## config.mk

```make
export PLATFORM = sky130hd
export DESIGN_NAME = uart_tx
export DESIGN_NICKNAME = d
export VERILOG_FILES = /design/src/rtl/uart_pkg.sv /design/src/rtl/uart_tx_parity_calc.sv /design/src/rtl/uart_tx.sv
export SDC_FILE = /design/constraint.sdc
export NUM_CORES = 1
export LEC_CHECK = 0
export CORE_MARGIN = 2
export CORE_UTILIZATION = 58
export DETAILED_ROUTE_END_ITERATION = 10
export PLACE_DENSITY = 0.89
export SLEW_MARGIN = 20
export SYNTH_ARGS = -nofsm -noshare
export SYNTH_HDL_FRONTEND = slang
export SYNTH_SLANG_ARGS = --single-unit
```

## constraint.sdc

```tcl
create_clock -name clk -period 8.6 [get_ports clk]
set_clock_uncertainty 0.1 [all_clocks]
set_input_delay 1.72 -clock clk [delete_from_list [all_inputs] [get_ports clk]]
set_output_delay 1.72 -clock clk [all_outputs]
set_load 0.01 [all_outputs]
```

## src/rtl/uart_pkg.sv

```systemverilog
// rtl/uart_pkg.sv - shared UART states and line-level constants
package uart_pkg;

    localparam int   UART_DATA_BITS   = 8;
    localparam logic UART_IDLE_LEVEL  = 1'b1;
    localparam logic UART_START_LEVEL = 1'b0;

    typedef enum logic [2:0] {
        IDLE,
        START,
        DATA,
        PARITY,
        STOP
    } uart_tx_state_e;

endpackage

```

## src/rtl/uart_tx_parity_calc.sv

```systemverilog
// rtl/uart_tx_parity_calc.sv - parity bit from latched data and parity type
module uart_tx_parity_calc #(
    parameter int DATA_WIDTH = 8
) (
    input  logic [DATA_WIDTH-1:0] data,
    input  logic                  par_typ,
    output logic                  parity_bit
);

    // Even parity makes the total count of ones even; odd inverts it.
    assign parity_bit = (^data) ^ par_typ;

endmodule

```

## src/rtl/uart_tx.sv

```systemverilog
// rtl/uart_tx.sv - UART transmitter, parity optional via UART_TX_PARITY_EN
module uart_tx
    import uart_pkg::*;
#(
    parameter int DATA_WIDTH     = UART_DATA_BITS,
    parameter int PRESCALE_WIDTH = 6
) (
    input  logic                      clk,
    input  logic                      rst,
    input  logic [DATA_WIDTH-1:0]     P_DATA,
    input  logic                      Data_Valid,
    input  logic                      PAR_EN,
    input  logic                      PAR_TYP,
    input  logic [PRESCALE_WIDTH-1:0] Prescale,
    output logic                      TX_OUT,
    output logic                      busy
);

    localparam int EDGE_W = PRESCALE_WIDTH - 1;
    localparam int BIT_W  = $clog2(DATA_WIDTH);
    localparam logic [BIT_W-1:0] LAST_BIT = BIT_W'(DATA_WIDTH - 1);

    uart_tx_state_e            state_q, state_d;
    logic [EDGE_W-1:0]         edge_q, edge_d;
    logic [BIT_W-1:0]          bit_q, bit_d;
    logic [DATA_WIDTH-1:0]     data_q;
    logic [PRESCALE_WIDTH-1:0] prescale_q;
    logic [PRESCALE_WIDTH-1:0] prescale_m1;
    logic                      bit_end;
    logic                      accept;
    logic                      tx_d;
    logic                      busy_d;
    logic                      parity_bit;

`ifdef UART_TX_PARITY_EN
    logic par_en_q;
    logic par_typ_q;

    uart_tx_parity_calc #(
        .DATA_WIDTH (DATA_WIDTH)
    ) u_parity (
        .data       (data_q),
        .par_typ    (par_typ_q),
        .parity_bit (parity_bit)
    );
`else
    logic unused_par;
    assign unused_par = PAR_EN ^ PAR_TYP;
    assign parity_bit = UART_IDLE_LEVEL;
`endif

    // Extended by one bit so a prescale of 32 ends at edge_cnt == 31.
    assign prescale_m1 = prescale_q - PRESCALE_WIDTH'(1);
    assign bit_end     = ({1'b0, edge_q} == prescale_m1);
    assign accept      = Data_Valid && ((state_q == IDLE) || ((state_q == STOP) && bit_end));

    // Next state, counters and the next registered line level.
    always_comb begin
        state_d = state_q;
        edge_d  = edge_q;
        bit_d   = bit_q;
        tx_d    = UART_IDLE_LEVEL;
        busy_d  = 1'b1;

        if (state_q != IDLE) begin
            edge_d = bit_end ? '0 : edge_q + EDGE_W'(1);
        end

        case (state_q)
            IDLE: begin
                if (accept) state_d = START;
            end
            START: begin
                if (bit_end) begin
                    state_d = DATA;
                    bit_d   = '0;
                end
            end
            DATA: begin
                if (bit_end) begin
                    if (bit_q == LAST_BIT) begin
                        bit_d = '0;
`ifdef UART_TX_PARITY_EN
                        state_d = par_en_q ? PARITY : STOP;
`else
                        state_d = STOP;
`endif
                    end else begin
                        bit_d = bit_q + BIT_W'(1);
                    end
                end
            end
`ifdef UART_TX_PARITY_EN
            PARITY: begin
                if (bit_end) state_d = STOP;
            end
`endif
            STOP: begin
                if (bit_end) state_d = accept ? START : IDLE;
            end
            default: state_d = IDLE;
        endcase

        if (accept) begin
            edge_d = '0;
            bit_d  = '0;
        end

        case (state_d)
            IDLE:    begin tx_d = UART_IDLE_LEVEL; busy_d = 1'b0; end
            START:   tx_d = UART_START_LEVEL;
            DATA:    tx_d = data_q[bit_d];
            PARITY:  tx_d = parity_bit;
            STOP:    tx_d = UART_IDLE_LEVEL;
            default: begin tx_d = UART_IDLE_LEVEL; busy_d = 1'b0; end
        endcase
    end

    // State, counters and output flops; reset forces the line idle at once.
    always_ff @(posedge clk or negedge rst) begin
        if (!rst) begin
            state_q <= IDLE;
            edge_q  <= '0;
            bit_q   <= '0;
            TX_OUT  <= UART_IDLE_LEVEL;
            busy    <= 1'b0;
        end else begin
            state_q <= state_d;
            edge_q  <= edge_d;
            bit_q   <= bit_d;
            TX_OUT  <= tx_d;
            busy    <= busy_d;
        end
    end

    // Request fields are captured only at acceptance so mid-frame changes are ignored.
    always_ff @(posedge clk or negedge rst) begin
        if (!rst) begin
            data_q     <= '0;
            prescale_q <= '0;
`ifdef UART_TX_PARITY_EN
            par_en_q   <= 1'b0;
            par_typ_q  <= 1'b0;
`endif
        end else if (accept) begin
            data_q     <= P_DATA;
            prescale_q <= Prescale;
`ifdef UART_TX_PARITY_EN
            par_en_q   <= PAR_EN;
            par_typ_q  <= PAR_TYP;
`endif
        end
    end

endmodule

```

Word-level counts from Yosys, hierarchy flattened
Cells that the tools add are included.
{"block": "word_totals", "ff_bits": 27, "in_bits": 19, "out_inout_bits": 2, "elab_cells": 46}
{"block": "classes", "add_sub_neg": 3, "n_lt_le_gt_ge": 1, "eq_ne": 9, "mux": 19, "reduce_logical": 7}
{"operator": "two-way mux 3 bit", "n": 9}
{"operator": "two-way mux 5 bit", "n": 3}
{"operator": "one-hot mux 3 bit (4 select lines)", "n": 1}
{"operator": "== test 3 x 2 -> 1 bit (second input constant)", "n": 3}
{"operator": "== test 3 bit (second input constant)", "n": 3}
{"operator": "== test 3 x 1 -> 1 bit (second input constant)", "n": 2}
{"operator": "== test 5 x 6 -> 1 bit", "n": 1}
{"operator": "one-hot mux 3 bit (2 select lines)", "n": 1}
{"operator": "subtractor 6 x 1 -> 6 bit (second input constant)", "n": 1}
{"operator": "adder 5 x 1 -> 5 bit (second input constant)", "n": 1}
{"operator": "less-than comparator 3 x 4 -> 1 bit (second input constant)", "n": 1}
{"operator": "OR reduction 4 bit", "n": 1}
{"operator": "adder 3 x 1 -> 3 bit (second input constant)", "n": 1}
{"operator": "binary-select mux 1 bit (select 3 bit)", "n": 1}
{"operator": "logical NOT 3 bit", "n": 1}
{"operator": "two-way mux 1 bit", "n": 3}
{"operator": "nonzero test 3 bit", "n": 1}
{"operator": "logical AND 1 bit", "n": 2}
{"operator": "one-hot mux 1 bit (2 select lines)", "n": 1}
{"operator": "nonzero test 2 bit", "n": 1}
{"operator": "logical OR 1 bit", "n": 1}

Longest topological paths before layout
{"block": "depth", "ltp_word": 11, "depth_mapped": 11}

Worst setup path after synthesis
Ideal clock, no wire load.
{"block": "synth_timing", "path_kind": "input port to flip-flop", "from": "input Data_Valid", "to": "register data_q[4]", "setup_ns": 0.125, "arrival_ns": 3.067, "setup_slack_ns": 5.308, "cell_stages": 6, "n_path_buf": 2, "cell_sequence": "nand2_1 -> nor3_1 -> a21o_1 -> clkbuf_1 -> clkbuf_1 -> mux2_2"}
{"block": "synth_via", "elab_chain_cells": 1}
{"item": "start: declaration", "line": "uart_tx.sv:11", "rtl": "input logic Data_Valid,"}
{"item": "logical AND 1 bit", "line": "uart_tx.sv:55", "rtl": "assign accept = Data_Valid && ((state_q == IDLE) || ((state_q == STOP) && bit_end));"}
{"item": "end signal: assignment", "line": "uart_tx.sv:139", "rtl": "data_q <= '0;"}
{"item": "end signal: assignment", "line": "uart_tx.sv:146", "rtl": "data_q <= P_DATA;"}
{"item": "end: declaration", "line": "uart_tx.sv:26", "rtl": "logic [DATA_WIDTH-1:0] data_q;"}
Every way passes these cells.
A chain may end at the register's enable or synchronous reset.

Worst setup path after layout
{"block": "layout_timing", "from": "input Data_Valid", "to": "register TX_OUT"}
{"block": "layout_via", "elab_chain_cells": 6, "word_cells_on_any_way": 11, "cone_classes": "eq/ne (2); mux (8); reduce/logical (1)"}
{"item": "logical AND 1 bit *", "line": "uart_tx.sv:55"}
{"item": "two-way mux 1 bit", "line": "uart_tx.sv:99", "rtl": "if (bit_end) state_d = accept ? START : IDLE;"}
{"item": "two-way mux 3 bit", "line": "uart_tx.sv:99"}
{"item": "one-hot mux 3 bit (4 select lines)", "line": "uart_tx.sv:69", "rtl": "case (state_q)"}
{"item": "== test 3 x 2 -> 1 bit or == test 3 x 1 -> 1 bit (tied branches)", "line": "uart_tx.sv:109", "rtl": "case (state_d)"}
{"item": "one-hot mux 1 bit (2 select lines) *", "line": "uart_tx.sv:109"}
{"item": "via tx_d", "line": "uart_tx.sv:31", "rtl": "logic tx_d;"}
{"item": "end signal: assignment", "line": "uart_tx.sv:131", "rtl": "TX_OUT <= tx_d;"}
{"item": "end: declaration", "line": "uart_tx.sv:15", "rtl": "output logic TX_OUT,"}
Mark *: on every way through the listed nets, which the timed path passes. The rest lies on a longest branch. The select of a mux whose other input is x is not followed.

==> impl_metrics.yaml <==
die:
  num_io_pins: 21
  core-area_sq_um: 2500
  rows: 18
  fp.dieH_um: 55.6
  dieArea_sq_um: 3090
  fp.dieW_um: 55.6
  start_util: 0.617
sta:
  timing.fmax_ghz: 0.273
  min_period_ns: 3.67
  setup_ws_ns: 4.93
  hold_viol_final: 0
  worst_pin_slew_ns: 0.664
  setup_viol: 0
  final_max_slew_viol_count: 0
  period_share: 0.427
  rsz0062_at_grt: "no"
  fin_tns_setup_ns: 0
  max_slew_margin: 0.553
job:
  maxCapViolations: 0
clocking:
  ctsHtreeMaxLevel: 1
  post_cts_buffers: 0
  cts_resized: 0
  path_clk_slew_ns: 0.15
  ctsRootBufferMaster: "clkbuf_4"
  clock_latency_ns: 0.34
  cts_hold_buf: 0
  cts.sinks: 27
  cts-buffers-inserted: 3
  cts_tree: "yes"
  cts_max_path_buffers: 2
layout:
  stdcell_count: 206
  n_antenna_cell: 0
  area_growth_pct: 14.6
  nFillCells: 195
  multi_input_area_sq_um: 818
  seqCellArea_sq_um: 677
  nNetsFinal: 200
  utilization: 0.707
  drive_gt1_frac: 0.153
  design_area_sq_um: 1770
grt:
  grt_pass1_vias: 1202
  grt_max_degree: 28
  gr-total-overflow: 0
  grt_antenna_before_repair: 0
  grt_usage: 0.213
  grt_pass1_wl_um: 5240
logic_synthesis:
  synth_area_leaders: "dfrtp_1 42%, mux2_2 8.8%, nand2_1 5.1%, o21ai_0 4.5%, ha_1 3.2%"
  synth_compound_area_frac: 0.136
  synth.avg_cell_area_sq_um: 9.57
  syn_nets: 184
  netlist_instances: 161
  yosys_warnings: 0
  ys_seq_area_frac: 0.439
  netlist_area_sq_um: 1540
  synthMuxAreaShare: 0.0942
  synth-seq-cells: 27
  yosys.area_share.xor_xnor: 0.0317
  synth_top_area_share: 0.422
  synth_area_leader_cell: "dfrtp_1"
  ys_types: 42
  synth_top_family_by_area: "simple AND/OR/NAND/NOR gates"
  synthAdderAreaFrac: 0.0325
  synth-simple-area-share: 0.233
route:
  final_antenna_net_count: 0
  routed-via-count: 1266
  via_per_inst: 6.15
  wl_per_cell_um: 14.5
  drc: 0
  drt_iter0_drc: 19
  first_pass_iters: 4
  drt_wl_total_um: 2980
worst_setup_path:
  critPathLaunchType: "primary input"
  crit_fanout: 21
  cp_data_required_time_ns: 8.77
  critPathArrivalTime_ns: 3.83
  cp_slowest_stage_delay_ns: 0.60
  slowest_stage: "a21o_1"
  cp_cell_sequence: "clkdlybuf4s50_1 > nand2_1 > nor3_1 > a21o_1 > nor4b_1 > o21a_1 > o221a_1 > a311oi_2"
  path_class: "primary input to flop"
  endpoint_kind: "flop"
outcome:
  run_status: "finished, final reports clean"
place:
  post-place-ws_ns: 4.58
  post_dp_cell_area_sq_um: 1730
  numPortBuffers: 18
  place_inst: 202
  hpwlAfterDp_um: 2130
  routabilityCongestion: 0.924
power:
  ir_drop_mv: 0.238
  p_leak_nw: 0.752
  p_per_area_nw_per_um2: 301
worst_hold_path:
  hp-class: "flop to flop"
==> placed cells by master (no fill, tap or decap), types with 2 or more instances in the layout <==
cell and n:
mux2_2 12, or4_4 2, o21ai_0 14, dfrtp_1 26
nand3_2 2, or3_1 2, nor4_1 3, or4_1 2
nand2b_1 2, clkbuf_4 3, nor2_1 13, nand2_1 21
ha_1 4, nand3_1 5, clkdlybuf4s50_1 18, inv_1 5
a21oi_1 6, nor3_1 4, xnor2_1 3, nand3b_1 2
and3_1 3
==> critical path, delay by kind of cell <==
kind | cells | cell delay (ns)
buf+inv | 1 | 0.53
compound gates | 4 | 1.16
simple gates | 3 | 0.42
==> flip-flops by register name, summed over array words and instances (netlist names) <==
| name | cells |
|---|---|
| busy | 1 |
| bit_q | 3 |
| data_q | 8 |
| prescale_q | 6 |
| state_q | 3 |
| edge_q | 5 |
| TX_OUT | 1 |
==> layer usage <==
metal	global-route usage	routed length, um	up-vias
li1	-	-	604
met1	0.289	1440	631
met2	0.337	1390	24
met3	0.0375	100	7
met4	0.0871	44	0
met5	0	0	-
==> path summary, 6_finish.rpt <==
path	to	startpoint	slack [ns]	cells after the start
worst max-delay path	TX_OUT	Data_Valid	4.93	8
worst min-delay path	data_q[2]	data_q[2]	0.40	2
worst max register to register	TX_OUT	prescale_q[0]	5.33	10
worst min register to register	data_q[2]	data_q[2]	0.40	2
max in group asynchronous	TX_OUT	rst	6.49	2
min in group asynchronous	state_q[1]	rst	1.62	2
==> final cells by class <==
| cell class | count | share of cell area |
|---|---|---|
| inverters | 5 | 0.0106 |
| clock buffers | 3 | 0.0127 |
| flip-flops and latches | 27 | 0.383 |
| clock inverters | 1 | 0.00283 |
| well taps | 30 | 0.0212 |
| repair buffers | 19 | 0.106 |
| multi-input cells | 121 | 0.463 |
==> report_power, final <==
| part | switching [mW] | total, mW | internal, mW |
|---|---|---|---|
| logic | 0.117 | 0.238 | 0.121 |
| registers | 0.0566 | 0.235 | 0.178 |
| clock network | 0.0408 | 0.0583 | 0.0175 |
| total | 0.215 | 0.531 | 0.316 |
==> cells in the mapped netlist (all sizes together) <==
master / n
o211ai: 1
or2: 1
o221a: 1
a22oi: 1
nor4: 4
nand2b: 2
o211a: 1
ha: 4
nand2: 21
o21a: 1
dfrtp: 26
or4: 4
nor4b: 1
buf: 1
xnor2: 3
a21o: 1
a311oi: 1
nand3b: 2
mux2: 12
nand3: 7
mux2i: 1
o31a: 1
nor2b: 1
or3: 2
xnor3: 1
nand4: 1
and3: 3
nor2: 13
a211o: 1
or4b: 1
clkbuf: 7
inv: 5
dfstp: 1
a21oi: 7
o21ai: 15
o31ai: 1
nor3: 4
nor3b: 1
==> per-stage QoR <==
| step | power [mW] | hold slack [ns] |
|---|---|---|
| after detailed placement | 0.471 | 0.383 |
| final | 0.531 | 0.404 |
| after global routing | 0.576 | 0.443 |
| after floorplan | 0.417 | 0.327 |
| after global placement | 0.455 | 0.350 |
| after CTS | 0.527 | 0.415 |
==> logic make-up (layout without fill, tap and decap cells) <==
group,after synthesis,count (layout)
mux,13,13
fa+ha+maj,4,4
flops,27,27
buf+inv,13,28
compound gates,32,32
xor+xnor,4,4
simple gates,68,68
Note: power is estimated with default switching activity, not from simulation.
